### config.mk
export PLATFORM = sky130hd
export DESIGN_NAME = seg7_scan
export DESIGN_NICKNAME = d
export VERILOG_FILES = /design/src/rtl/seg7_scan_pkg.sv /design/src/rtl/bcd_to_seg7.sv /design/src/rtl/seg7_scan.sv
export SDC_FILE = /design/constraint.sdc
export NUM_CORES = 1
export LEC_CHECK = 0
export BUFFER_PORTS_ARGS = -buffer_cell sky130_fd_sc_hd__buf_2
export CAP_MARGIN = 25
export CORE_MARGIN = 5
export CORE_UTILIZATION = 40
export CTS_CLUSTER_DIAMETER = 30
export DETAILED_ROUTE_END_ITERATION = 7
export GPL_ROUTABILITY_DRIVEN = 0
export SETUP_SLACK_MARGIN = 0.4
export SYNTH_ARGS = -nofsm -noshare
export SYNTH_HDL_FRONTEND = slang
export SYNTH_HIERARCHICAL = 1
export SYNTH_SLANG_ARGS = --single-unit
### constraint.sdc
create_clock -name clk -period 4.6 [get_ports clk]
set_clock_uncertainty 0.1 [all_clocks]
set_input_delay 0 -clock clk [delete_from_list [all_inputs] [get_ports clk]]
set_output_delay 0 -clock clk [all_outputs]
set_load 0.02 [all_outputs]
### src/rtl/seg7_scan_pkg.sv
// Shared types and constants for the seven-segment display path.
package seg7_scan_pkg;

  typedef logic [6:0] seg7_t;

  localparam logic [3:0] BCD_BLANK = 4'd10;
  localparam seg7_t      SEG_OFF   = 7'h7F;
  localparam seg7_t      SEG_DASH  = 7'h3F;

endpackage

### src/rtl/bcd_to_seg7.sv
// Combinational BCD code to active-low seven-segment pattern (bit 0 = a ... bit 6 = g).
module bcd_to_seg7
  import seg7_scan_pkg::*;
(
  input  logic [3:0] code_i,
  output seg7_t      seg_c_o
);

  always_comb begin
    seg_c_o = SEG_DASH;
    unique case (code_i)
      4'd0:      seg_c_o = 7'h40;
      4'd1:      seg_c_o = 7'h79;
      4'd2:      seg_c_o = 7'h24;
      4'd3:      seg_c_o = 7'h30;
      4'd4:      seg_c_o = 7'h19;
      4'd5:      seg_c_o = 7'h12;
      4'd6:      seg_c_o = 7'h02;
      4'd7:      seg_c_o = 7'h78;
      4'd8:      seg_c_o = 7'h00;
      4'd9:      seg_c_o = 7'h10;
      BCD_BLANK: seg_c_o = SEG_OFF;
      default:   seg_c_o = SEG_DASH;
    endcase
  end

endmodule

### src/rtl/seg7_scan.sv
// Time-multiplexed 8-digit seven-segment driver with per-slot dead time
// and a once-per-frame snapshot of the digit codes.
module seg7_scan
  import seg7_scan_pkg::*;
#(
  parameter int unsigned SCAN_DIV  = 100_000,
  parameter int unsigned BLANK_CYC = 1_000,
  parameter int unsigned DIGITS    = 8
) (
  input  logic                  clk,
  input  logic                  rst_n,
  input  logic [DIGITS*4-1:0]   bcd,
  input  logic [DIGITS-1:0]     dp_in,
  input  logic                  en,
  output logic [DIGITS-1:0]     an,
  output logic [6:0]            seg,
  output logic                  dp,
  output logic                  frame_done
);

  localparam int unsigned CNT_W = (SCAN_DIV > 1) ? $clog2(SCAN_DIV) : 1;
  localparam int unsigned IDX_W = (DIGITS > 1) ? $clog2(DIGITS) : 1;

  if (BLANK_CYC == 0 || BLANK_CYC >= SCAN_DIV) begin : g_bad_cfg
    $error("seg7_scan: BLANK_CYC must satisfy 1 <= BLANK_CYC < SCAN_DIV");
  end

  logic [CNT_W-1:0]    slot_cnt_q, slot_cnt_d;
  logic [IDX_W-1:0]    dig_idx_q, dig_idx_d;
  logic [DIGITS*4-1:0] snap_bcd_q, snap_bcd_d;
  logic [DIGITS-1:0]   snap_dp_q, snap_dp_d;
  logic                first_q, first_d;
  logic [DIGITS-1:0]   an_q, an_d;
  seg7_t               seg_q, seg_d;
  logic                dp_q, dp_d;
  logic                frame_done_q, frame_done_d;

  logic                slot_end_c, frame_end_c;
  logic [3:0]          cur_code_c;
  seg7_t               dec_seg_c;

  assign cur_code_c = snap_bcd_q[{dig_idx_q, 2'b00} +: 4];

  bcd_to_seg7 u_dec (
    .code_i  (cur_code_c),
    .seg_c_o (dec_seg_c)
  );

  always_comb begin
    slot_end_c   = (slot_cnt_q == CNT_W'(SCAN_DIV - 1));
    frame_end_c  = slot_end_c && (dig_idx_q == IDX_W'(DIGITS - 1));

    slot_cnt_d   = slot_end_c ? '0 : slot_cnt_q + CNT_W'(1);
    dig_idx_d    = dig_idx_q;
    if (slot_end_c) begin
      dig_idx_d = (dig_idx_q == IDX_W'(DIGITS - 1)) ? '0 : dig_idx_q + IDX_W'(1);
    end

    // Snapshot on the first clock out of reset and at every frame boundary.
    snap_bcd_d   = snap_bcd_q;
    snap_dp_d    = snap_dp_q;
    if (first_q || frame_end_c) begin
      snap_bcd_d = bcd;
      snap_dp_d  = dp_in;
    end
    first_d      = 1'b0;

    an_d         = '1;
    seg_d        = SEG_OFF;
    dp_d         = 1'b1;
    if (en && (slot_cnt_q >= CNT_W'(BLANK_CYC))) begin
      an_d  = ~(DIGITS'(1) << dig_idx_q);
      seg_d = dec_seg_c;
      dp_d  = (cur_code_c == BCD_BLANK) ? 1'b1 : ~snap_dp_q[dig_idx_q];
    end

    frame_done_d = frame_end_c;
  end

  always_ff @(posedge clk or negedge rst_n) begin
    if (!rst_n) begin
      slot_cnt_q   <= '0;
      dig_idx_q    <= '0;
      snap_bcd_q   <= {DIGITS{BCD_BLANK}};
      snap_dp_q    <= '0;
      first_q      <= 1'b1;
      an_q         <= '1;
      seg_q        <= SEG_OFF;
      dp_q         <= 1'b1;
      frame_done_q <= 1'b0;
    end else begin
      slot_cnt_q   <= slot_cnt_d;
      dig_idx_q    <= dig_idx_d;
      snap_bcd_q   <= snap_bcd_d;
      snap_dp_q    <= snap_dp_d;
      first_q      <= first_d;
      an_q         <= an_d;
      seg_q        <= seg_d;
      dp_q         <= dp_d;
      frame_done_q <= frame_done_d;
    end
  end

  assign an         = an_q;
  assign seg        = seg_q;
  assign dp         = dp_q;
  assign frame_done = frame_done_q;

endmodule

==> metrics, run 1 <==
worst-skew pair later-pin latency=0.35 ns; number of buffers on the longest clock path=2; Bufs and invs on worst path=1; remaining antenna violation count after routing=0; DRT Wirelength=7560 um; cell with the biggest individual delay on the critical path=sky130_fd_sc_hd__a21oi_4; worst path arrival time=3.06 ns; Avg Inst Size Synth=13.3 um^2; final instance area=4800 um^2; transition time at the pin with the least slew margin=0.750 ns; combined area of the multi-input logic cells=1620 um^2; initial DRC count=75; fraction of layout instances using a drive strength above 1=30.1%; Total Power=1.52 mW; overall die area=11300 um^2; via count of the first global-routing pass=2655; DRC errors left=0; placed instance area=4120 um^2; fill cell total of the finished layout=772; Initial Util=40.5%; Post-synth EDFFs=0; Final Max Tran Viols=0; gr usage total=14.6%; post-CTS clock slew at the launch and capture registers of the worst setup and hold paths=0.08 ns; routed vias=2499; average wire per standard cell=15.1 um; number of nets in the synthesized netlist=335; die span in x=106 um; number of setup violations in the final report=0; dpl hpwl=5020 um; Sinks on Clock Net=78; cell area after technology mapping=3710 um^2; worst hold slack after final layout=0.0347 ns; kind of start point of the critical path=flip-flop; number of standard-cell rows in the floorplan=35; number of buffers added by the clock tree synthesis step=9; Slew headroom=49.9%; result of the run=finished clean; CP cell instances=ha_1 -> and4_1 -> and4_1 -> a21oi_4 -> buf_4 -> mux2_1; first-pass GRT wire length=13000 um; hold violation total from the final report=0; area added between synthesis and finish=29.4%; Hold Path Class=in -> reg; Synth Register Bits=78; TritonCTS clock tree=done; primary flip-flop cell chosen by synthesis mapping=sky130_fd_sc_hd__dfrtp_1; average vias per placed instance=5.00; post-synthesis sequential area ratio=53.7%; Ys Warns=6; vertical die dimension=106 um; number of detailed-routing iterations run before antenna repair=4; final core utilization=52.5%; worst stage delay on the critical path=0.66 ns; depth of the CTS H-tree=3; reported max-cap violation count=0; startpoint-to-endpoint class of the critical path=reg -> reg; Yosys cell types=44; antenna diode count=0; global route total overflow=0; pin count of the biggest net entering global routing=79; IO Port Bufs=59; Cells after Synth=279; most frequent standard cell in the layout excluding fill and tap cells=sky130_fd_sc_hd__buf_2; commonest non-fill, non-tap cells in the layout=sky130_fd_sc_hd__buf_2 (58), sky130_fd_sc_hd__dfrtp_1 (45), sky130_fd_sc_hd__dlygate4sd3_1 (42); Setup TNS Final=0 ns; power density of the placed cells=317 nW/um^2; worst vdd ir=0.179 mV; final critical-path required period=2.93 ns; antenna violations before repair=0; number of nets in the layout=440; worst endpoint required time=4.73 ns; post-synthesis async set-or-reset flop share=100%; Storage cell area=1990 um^2; CORE AREA=9150 um^2; most numerous cell on the critical path=sky130_fd_sc_hd__and4_1; crit-path max FO=22; cell class contributing the biggest share of worst-path delay=compound AO/OA/AOI/OAI gates; crit end category=flip-flop; Achievable Freq=342 MHz; unrepaired setup endpoints after global routing=no; I/O Pins=60; buffer type at the clock tree root=sky130_fd_sc_hd__clkbuf_8; FF-to-FF setup slack=1.67 ns; part of the cycle the worst path needs=63.6%; static leakage power=2.07 nW
==> report_power, final <==
part           total (mW)  switching (mW)  internal (mW)
clock network       0.617           0.254          0.363
logic               0.156          0.0639         0.0924
registers           0.750          0.0172          0.732
==> cells by family after synthesis <==
kind of cell,Yosys count,share of synthesized area (%)
other,1,0.101
DFF,78,53.7
and+or+nand+nor,77,11.7
adders and majority gates,13,4.38
muxes,56,20.9
AOI/OAI and AO/OA,19,3.34
xor gates and xnor gates,12,2.83
buffers and inverters,23,3.00
==> path summary, 6_finish.rpt <==
check	start	endpoint	depth (start not counted)
hold reg to reg	snap_bcd_q[30]$_DFFE_PN0P_	snap_bcd_q[30]$_DFFE_PN0P_	1
hold / removal	en	an[3]$_DFF_PN1_	5
min in group asynchronous	rst_n	slot_cnt_q[12]$_DFF_PN0_	3
setup / recovery	slot_cnt_q[0]$_DFF_PN0_	snap_bcd_q[6]$_DFFE_PN0P_	6
max in group asynchronous	rst_n	snap_bcd_q[5]$_DFFE_PN1P_	4
setup reg to reg	slot_cnt_q[0]$_DFF_PN0_	snap_bcd_q[6]$_DFFE_PN0P_	6
==> flip-flops by register name, summed over array words and instances (netlist names), 3 cells and up <==
signal,count
an,8
dig_idx_q,3
seg,7
slot_cnt_q,17
snap_bcd_q,32
snap_dp_q,8
==> tightest hold or removal path: cells and delay by family <==
family	cells	cell delay [ns]
AND/OR/NAND/NOR	1	0.08
buffers and inverters	3	0.33
AO/OA/AOI/OAI	1	0.04
==> per-stage QoR <==
step,worst slack [ns],cells
final,1.67,500
after global routing,1.50,500
after CTS,1.62,498
after detailed placement,1.65,441
after global placement,1.76,441
after floorplan,2.31,279
==> routing by layer <==
layer	vias up	wire (um)	track usage, %
li1	1202	-	-
met1	1232	3550	19.7
met2	56	3520	22.7
met3	9	389	3.95
met4	0	98	4.72
met5	-	0	0
==> Yosys cell counts (2+ instances only) <==
cell type / n / area share, %
sky130_fd_sc_hd__a21oi_1: 5 / 0.67
sky130_fd_sc_hd__a22oi_1: 2 / 0.40
sky130_fd_sc_hd__a31oi_1: 2 / 0.34
sky130_fd_sc_hd__and4_1: 3 / 0.71
sky130_fd_sc_hd__buf_2: 7 / 0.94
sky130_fd_sc_hd__buf_6: 2 / 0.61
sky130_fd_sc_hd__clkbuf_1: 2 / 0.20
sky130_fd_sc_hd__dfrtp_1: 45 / 30
sky130_fd_sc_hd__dfstp_2: 33 / 23
sky130_fd_sc_hd__ha_1: 13 / 4.4
sky130_fd_sc_hd__inv_1: 11 / 1.1
sky130_fd_sc_hd__mux2_1: 40 / 12
sky130_fd_sc_hd__mux2_2: 2 / 0.61
sky130_fd_sc_hd__mux2i_1: 4 / 1.1
sky130_fd_sc_hd__mux4_1: 10 / 7.1
sky130_fd_sc_hd__nand2_1: 14 / 1.4
sky130_fd_sc_hd__nand2b_1: 10 / 1.7
sky130_fd_sc_hd__nand3_1: 15 / 2.0
sky130_fd_sc_hd__nand4_1: 3 / 0.51
sky130_fd_sc_hd__nor2_1: 10 / 1.0
sky130_fd_sc_hd__nor2b_1: 3 / 0.51
sky130_fd_sc_hd__nor3_1: 2 / 0.27
sky130_fd_sc_hd__nor4_1: 3 / 0.51
sky130_fd_sc_hd__o21ai_0: 5 / 0.67
sky130_fd_sc_hd__or3_1: 3 / 0.51
sky130_fd_sc_hd__or4_1: 2 / 0.40
sky130_fd_sc_hd__xnor2_1: 6 / 1.4
sky130_fd_sc_hd__xor2_1: 6 / 1.4
==> cell type report <==
cell class / count / area share, %
multi-input cells: 178 / 33.7
flip-flops and latches: 78 / 41.5
repair buffers: 105 / 16.0
well taps: 111 / 2.89
clock inverters: 5 / 2.24
clock buffers: 11 / 2.74
inverters: 12 / 0.964
==> repair_timing <==
action | 4_1_cts | 5_1_grt
gates resized for setup | 0 | 0
buffers inserted | 0 | 0
hold buffers | 41 | 1
endpoints found under the setup margin | 0 | 0
endpoints found under the hold margin | 85 | 3
No activity file was read; power rests on OpenSTA's default activity.
==> inputs of run 2 (changes only) <==
Clock period 4.6 ns to 3 ns, I/O delays scaled along.
==> metrics, run 2 (synthesis gave the netlist of run 1 again) <==
unrepaired setup endpoints after global routing=no; reported max-cap violation count=0; commonest non-fill, non-tap cells in the layout=sky130_fd_sc_hd__buf_2 (58), sky130_fd_sc_hd__dfrtp_1 (44), sky130_fd_sc_hd__dlygate4sd3_1 (42); Final Max Tran Viols=0; placed cell count=443; initial DRC count=67; TritonCTS clock tree=done; part of the cycle the worst path needs=79.7%; hold violation total from the final report=0; fill cell total of the finished layout=783; register ranked first by flip-flop count=snap_bcd_q; global route total overflow=0; most frequent standard cell in the layout excluding fill and tap cells=sky130_fd_sc_hd__buf_2; worst vdd ir=0.245 mV; buffer type at the clock tree root=sky130_fd_sc_hd__clkbuf_8; DRC errors left=0; result of the run=finished clean; worst-skew pair later-pin latency=0.35 ns; number of nets in the layout=442; DRT Wirelength=7360 um; worst endpoint required time=3.12 ns; number of standard-cell rows in the floorplan=35; filler-free cell count of the finished design=502; startpoint of the worst setup timing path=slot_cnt_q[14]$_DFF_PN0_; depth of the CTS H-tree=3; fraction of layout instances using a drive strength above 1=31.2%; max FFs per register=32; Slew headroom=66.8%; number of detailed-routing iterations run before antenna repair=4; number of buffers on the longest clock path=2; power density of the placed cells=474 nW/um^2; endpoint of the worst-slack reg-to-reg timing path=snap_bcd_q[24]$_DFFE_PN0P_; Hold Path Class=in -> reg; vertical die dimension=106 um; via count of the first global-routing pass=2575; crit end category=flip-flop; static leakage power=2.07 nW; final critical-path required period=2.39 ns; Setup TNS Final=0 ns; r2r startpoint=slot_cnt_q[14]$_DFF_PN0_; antenna diode count=0; worst stage delay on the critical path=0.58 ns; worst path arrival time=2.51 ns; routed vias=2477; overall die area=11300 um^2; kind of start point of the critical path=flip-flop; post-CTS clock slew at the launch and capture registers of the worst setup and hold paths=0.08 ns; gr usage total=13.9%; FF-to-FF setup slack=0.61 ns; antenna violations before repair=0; first-pass GRT wire length=12500 um; average wire per standard cell=14.7 um; CORE AREA=9150 um^2; Initial Util=40.5%; area added between synthesis and finish=30.0%; remaining antenna violation count after routing=0; top flop regs=snap_bcd_q: 32 flops, slot_cnt_q: 17 flops; final core utilization=52.7%; dpl hpwl=4870 um; CP endpoint=snap_bcd_q[24]$_DFFE_PN0P_; transition time at the pin with the least slew margin=0.493 ns; pin count of the biggest net entering global routing=79; CP cell instances=nor4_1 -> and4_1 -> a21oi_4 -> buf_12 -> mux2_1; number of buffers added by the clock tree synthesis step=9; startpoint-to-endpoint class of the critical path=reg -> reg; Achievable Freq=418 MHz; Sinks on Clock Net=78; number of setup violations in the final report=0; number of buffers added for setup after CTS=0; Worst Reg2Reg Path Length in Cells=5; die span in x=106 um; I/O Pins=60; crit-path max FO=40; average vias per placed instance=4.93; IO Port Bufs=59; cell with the biggest individual delay on the critical path=sky130_fd_sc_hd__and4_1
## run 2: cell count changes in the layout (fill, tap and decap cells not counted), sizes merged
cell | before | now
buf | 63 | 65
clkbuf | 11 | 10
inv | 11 | 13
bufinv | 3 | 2
clkinvlp | 0 | 2
clkinv | 3 | 1
## run 2: worst min path at each step
stage,slack [ns],endpoint,start,depth (start not counted)
after floorplan,-0.40,dig_idx_q[0]$_DFFE_PN0N_,rst_n,0
after global placement,0.11,snap_bcd_q[24]$_DFFE_PN0P_,bcd[24],2
after detailed placement,0.11,snap_bcd_q[22]$_DFFE_PN0P_,bcd[22],2
after CTS,0.02,an[3]$_DFF_PN1_,en,5
after global routing,0.08,an[3]$_DFF_PN1_,en,5
final,0.03,an[3]$_DFF_PN1_,en,5
## run 2: timing repair
| action | in CTS | in global routing |
|---|---|---|
| resized for setup | 0 | 1 |
| hold buffers | 41 | 1 |
| endpoints found under the hold margin | 85 | 9 |
| endpoints found under the setup margin | 0 | 3 |
## run 2: metal layers
metal | GRT usage (%) | vias up | wire length [um]
met5 | 0 | - | 0
met4 | 4.16 | 0 | 99
met3 | 4.01 | 10 | 377
met2 | 21.1 | 59 | 3370
met1 | 19.4 | 1199 | 3520
li1 | - | 1209 | -
## run 2: final cells by class
cell class / count / area, um^2 / area share (%)
Tap cell: 111 / 139 / 2.88
Inverter: 12 / 46.3 / 0.960
Timing Repair Buffer: 107 / 796 / 16.5
Sequential cell: 78 / 1990 / 41.4
Clock inverter: 6 / 92.6 / 1.92
Clock buffer: 10 / 138 / 2.85
Multi-Input combinational cell: 178 / 1620 / 33.5
## run 2: critical path: cells and delay by family, from the launching register on
| kind | cells | cell delay [ns] |
|---|---|---|
| simple gates | 2 | 1.08 |
| flops | 1 | 0.43 |
| compound gates | 1 | 0.11 |
| buf+inv | 1 | 0.20 |
| mux | 1 | 0.33 |
## run 2: report_power, final
| group | internal, mW | total [mW] | switching (mW) | leakage [nW] |
|---|---|---|---|---|
| Clock | 0.497 | 0.895 | 0.398 | 0.110 |
| Sequential | 1.12 | 1.15 | 0.0269 | 0.904 |
| Combinational | 0.143 | 0.241 | 0.0972 | 1.06 |
## run 2: metrics by stage
| step | hold WS [ns] | instance area (um^2) | total power, mW | worst slack, ns |
|---|---|---|---|---|
| floorplan | -0.396 | 3710 | 1.29 | 0.711 |
| global placement | 0.110 | 4140 | 1.36 | 0.566 |
| detailed placement | 0.115 | 4140 | 1.37 | 0.477 |
| CTS | 0.0222 | 4780 | 2.31 | 0.431 |
| global route | 0.0817 | 4820 | 2.39 | 0.403 |
| finish | 0.0309 | 4820 | 2.29 | 0.608 |
==> inputs of run 3 (changes only) <==
Settings changed: ABC_AREA set to 1.
Clock period 3 ns to 1.9 ns, I/O delays scaled along.
==> metrics, run 3 <==
depth of the CTS H-tree=3; first-pass GRT wire length=18100 um; violated checks=setup timing; top flop regs=snap_bcd_q: 32 flops, slot_cnt_q: 17 flops; final critical-path required period=1.93 ns; average wire per standard cell=14.9 um; area added between synthesis and finish=60.9%; placed cell count=717; minimum setup slack in the final design=-0.0295 ns; cell area after technology mapping=4050 um^2; register ranked first by flip-flop count=snap_bcd_q; DRT Wirelength=12300 um; Worst Reg2Reg Path Length in Cells=12; most used standard cell by instance count after synthesis=sky130_fd_sc_hd__nand2_1; power density of the placed cells=634 nW/um^2; number of detailed-routing iterations run before antenna repair=7; Final Max Tran Viols=0; buffer type at the clock tree root=sky130_fd_sc_hd__clkbuf_8; crit end category=flip-flop; pin count of the biggest net entering global routing=44; die span in x=111 um; worst-skew pair later-pin latency=0.38 ns; transition time at the pin with the least slew margin=0.541 ns; final instance area=6520 um^2; number of nets in the synthesized netlist=581; dpl hpwl=6710 um; startpoint of the worst setup timing path=dig_idx_q[0]$_DFFE_PN0N_; worst stage delay on the critical path=0.49 ns; commonest non-fill, non-tap cells in the layout=sky130_fd_sc_hd__nand2_1 (136), sky130_fd_sc_hd__nand3_1 (60), sky130_fd_sc_hd__buf_2 (58); part of the cycle the worst path needs=102%; number of standard-cell rows in the floorplan=36; reported max-cap violation count=0; I/O Pins=60; fill cell total of the finished layout=764; primary flip-flop cell chosen by synthesis mapping=sky130_fd_sc_hd__dfrtp_1; DRC errors left=0; Ys Warns=6; vertical die dimension=111 um; final core utilization=66.4%; TritonCTS clock tree=done; number of setup violations in the final report=7; Cells after Synth=525; Sinks on Clock Net=78; Achievable Freq=518 MHz; unrepaired setup endpoints after global routing=yes; dominant cells by area after synthesis=sky130_fd_sc_hd__dfrtp_1 (28%), sky130_fd_sc_hd__dfstp_2 (21%), sky130_fd_sc_hd__nand2_1 (17%); CORE AREA=9820 um^2; fraction of post-synthesis cell area in the top cell type by area=27.8%; post-synthesis sequential area ratio=49.2%; filler-free cell count of the finished design=822; gr usage total=18.0%; Initial Util=41.3%; number of nets in the layout=740; placed instance area=4650 um^2; Slew headroom=64.0%; post-synthesis async set-or-reset flop share=100%; IO Port Bufs=59; result of the run=finished with violations; fraction of layout instances using a drive strength above 1=44.1%; initial DRC count=218; CP endpoint=seg[5]$_DFF_PN1_; max FFs per register=32; global route total overflow=0; CP cell instances=clkinv_4 -> buf_8 -> buf_6 -> nand2_1 -> nand3_1 -> nand3_2 -> nand2_4 -> inv_4 -> buf_6 -> o21ai_4 -> nand2_1 -> or2_2; endpoint of the worst-slack reg-to-reg timing path=seg[5]$_DFF_PN1_; commonest cells in the synthesized netlist=sky130_fd_sc_hd__nand2_1 (181), sky130_fd_sc_hd__nand3_1 (87), sky130_fd_sc_hd__inv_1 (66); cell with the biggest individual delay on the critical path=sky130_fd_sc_hd__dfrtp_2; static leakage power=3.20 nW; Total Power=4.13 mW; number of buffers added by the clock tree synthesis step=9; worst endpoint required time=2.11 ns; Synth area leader=sky130_fd_sc_hd__dfrtp_1; hold violation total from the final report=0; routed vias=4020; remaining antenna violation count after routing=0; most frequent standard cell in the layout excluding fill and tap cells=sky130_fd_sc_hd__nand2_1; via count of the first global-routing pass=3786; Yosys cell types=30; overall die area=12200 um^2; FF-to-FF setup slack=-0.03 ns; Avg Inst Size Synth=7.72 um^2; Setup TNS Final=-0.105 ns; number of buffers on the longest clock path=2; kind of start point of the critical path=flip-flop; antenna violations before repair=0; Synth Register Bits=78; post-CTS clock slew at the launch and capture registers of the worst setup and hold paths=0.09 ns; Hold Path Class=in -> async; worst path arrival time=2.14 ns; Post-synth EDFFs=0; worst vdd ir=0.451 mV; antenna diode count=0; average vias per placed instance=4.89; Storage cell area=2000 um^2; r2r startpoint=dig_idx_q[0]$_DFFE_PN0N_; crit-path max FO=8; startpoint-to-endpoint class of the critical path=reg -> reg; combined area of the multi-input logic cells=2280 um^2
[run 3: metrics by stage]
| step | hold WS, ns | worst slack, ns |
|---|---|---|
| floorplan | -0.396 | 0.0662 |
| global placement | -0.0807 | -0.00640 |
| detailed placement | -0.0721 | -0.0929 |
| CTS | 0.0774 | 0.0226 |
| finish | 0.0596 | -0.0295 |
| global route | 0.118 | -0.134 |
[run 3: how the worst min path moves through the flow]
stage	from	to	depth (start not counted)
2_1_floorplan	rst_n	dig_idx_q[0]$_DFFE_PN0N_	0
3_3_place_gp	rst_n	slot_cnt_q[15]$_DFF_PN0_	1
3_5_place_dp	rst_n	slot_cnt_q[9]$_DFF_PN0_	1
4_1_cts	rst_n	slot_cnt_q[2]$_DFF_PN0_	2
5_1_grt	rst_n	slot_cnt_q[2]$_DFF_PN0_	2
6_report	rst_n	slot_cnt_q[15]$_DFF_PN0_	2
[run 3: power breakdown]
| group | internal, mW | switching (mW) |
|---|---|---|
| Clock | 1.08 | 0.654 |
| Sequential | 1.76 | 0.0481 |
| Combinational | 0.278 | 0.310 |
[run 3: what timing repair did]
action                                  CTS  global route
setup buffers                            19            18
hold buffers                             42             0
endpoints found under the setup margin   73            74
endpoints found under the hold margin   121             0
resized for setup                        73           134
pin swaps                                15            30
cloned                                    4             6
[run 3: final cells by class]
type	count	share of cell area (%)
Multi-Input combinational cell	360	35.0
Sequential cell	78	30.6
Timing Repair Buffer	164	22.6
Inverter	70	4.85
Tap cell	133	2.55
Clock buffer	11	2.32
Clock inverter	5	1.98
Timing Repair inverter	1	0.0959
[run 3: cell families (layout without fill, tap and decap cells)]
group	count (synthesis)	in the layout	share of synthesized area [%]
other cells	1	1	0.0925
buf+inv	89	251	9.20
simple gates	321	323	33.9
flops	78	78	49.2
compound gates	16	16	2.16
fa+ha+maj	13	13	4.01
xor+xnor	7	7	1.51
[run 3: worst max-delay path: cells and delay by family (launching register included)]
family / cells / cell delay (ns)
flip-flops: 1 / 0.49
buffers and inverters: 5 / 0.50
AND/OR/NAND/NOR: 6 / 0.68
AO/OA/AOI/OAI: 1 / 0.07
[run 3: per-layer routing]
layer  share of wire, %  track usage (%)  vias to the layer above
met5                  0                0                        -
met3                4.7             2.78                       31
li1                   -                -                     1950
met1                 43             23.8                     1908
met2                 50             28.9                      131
met4                2.9             8.37                        0
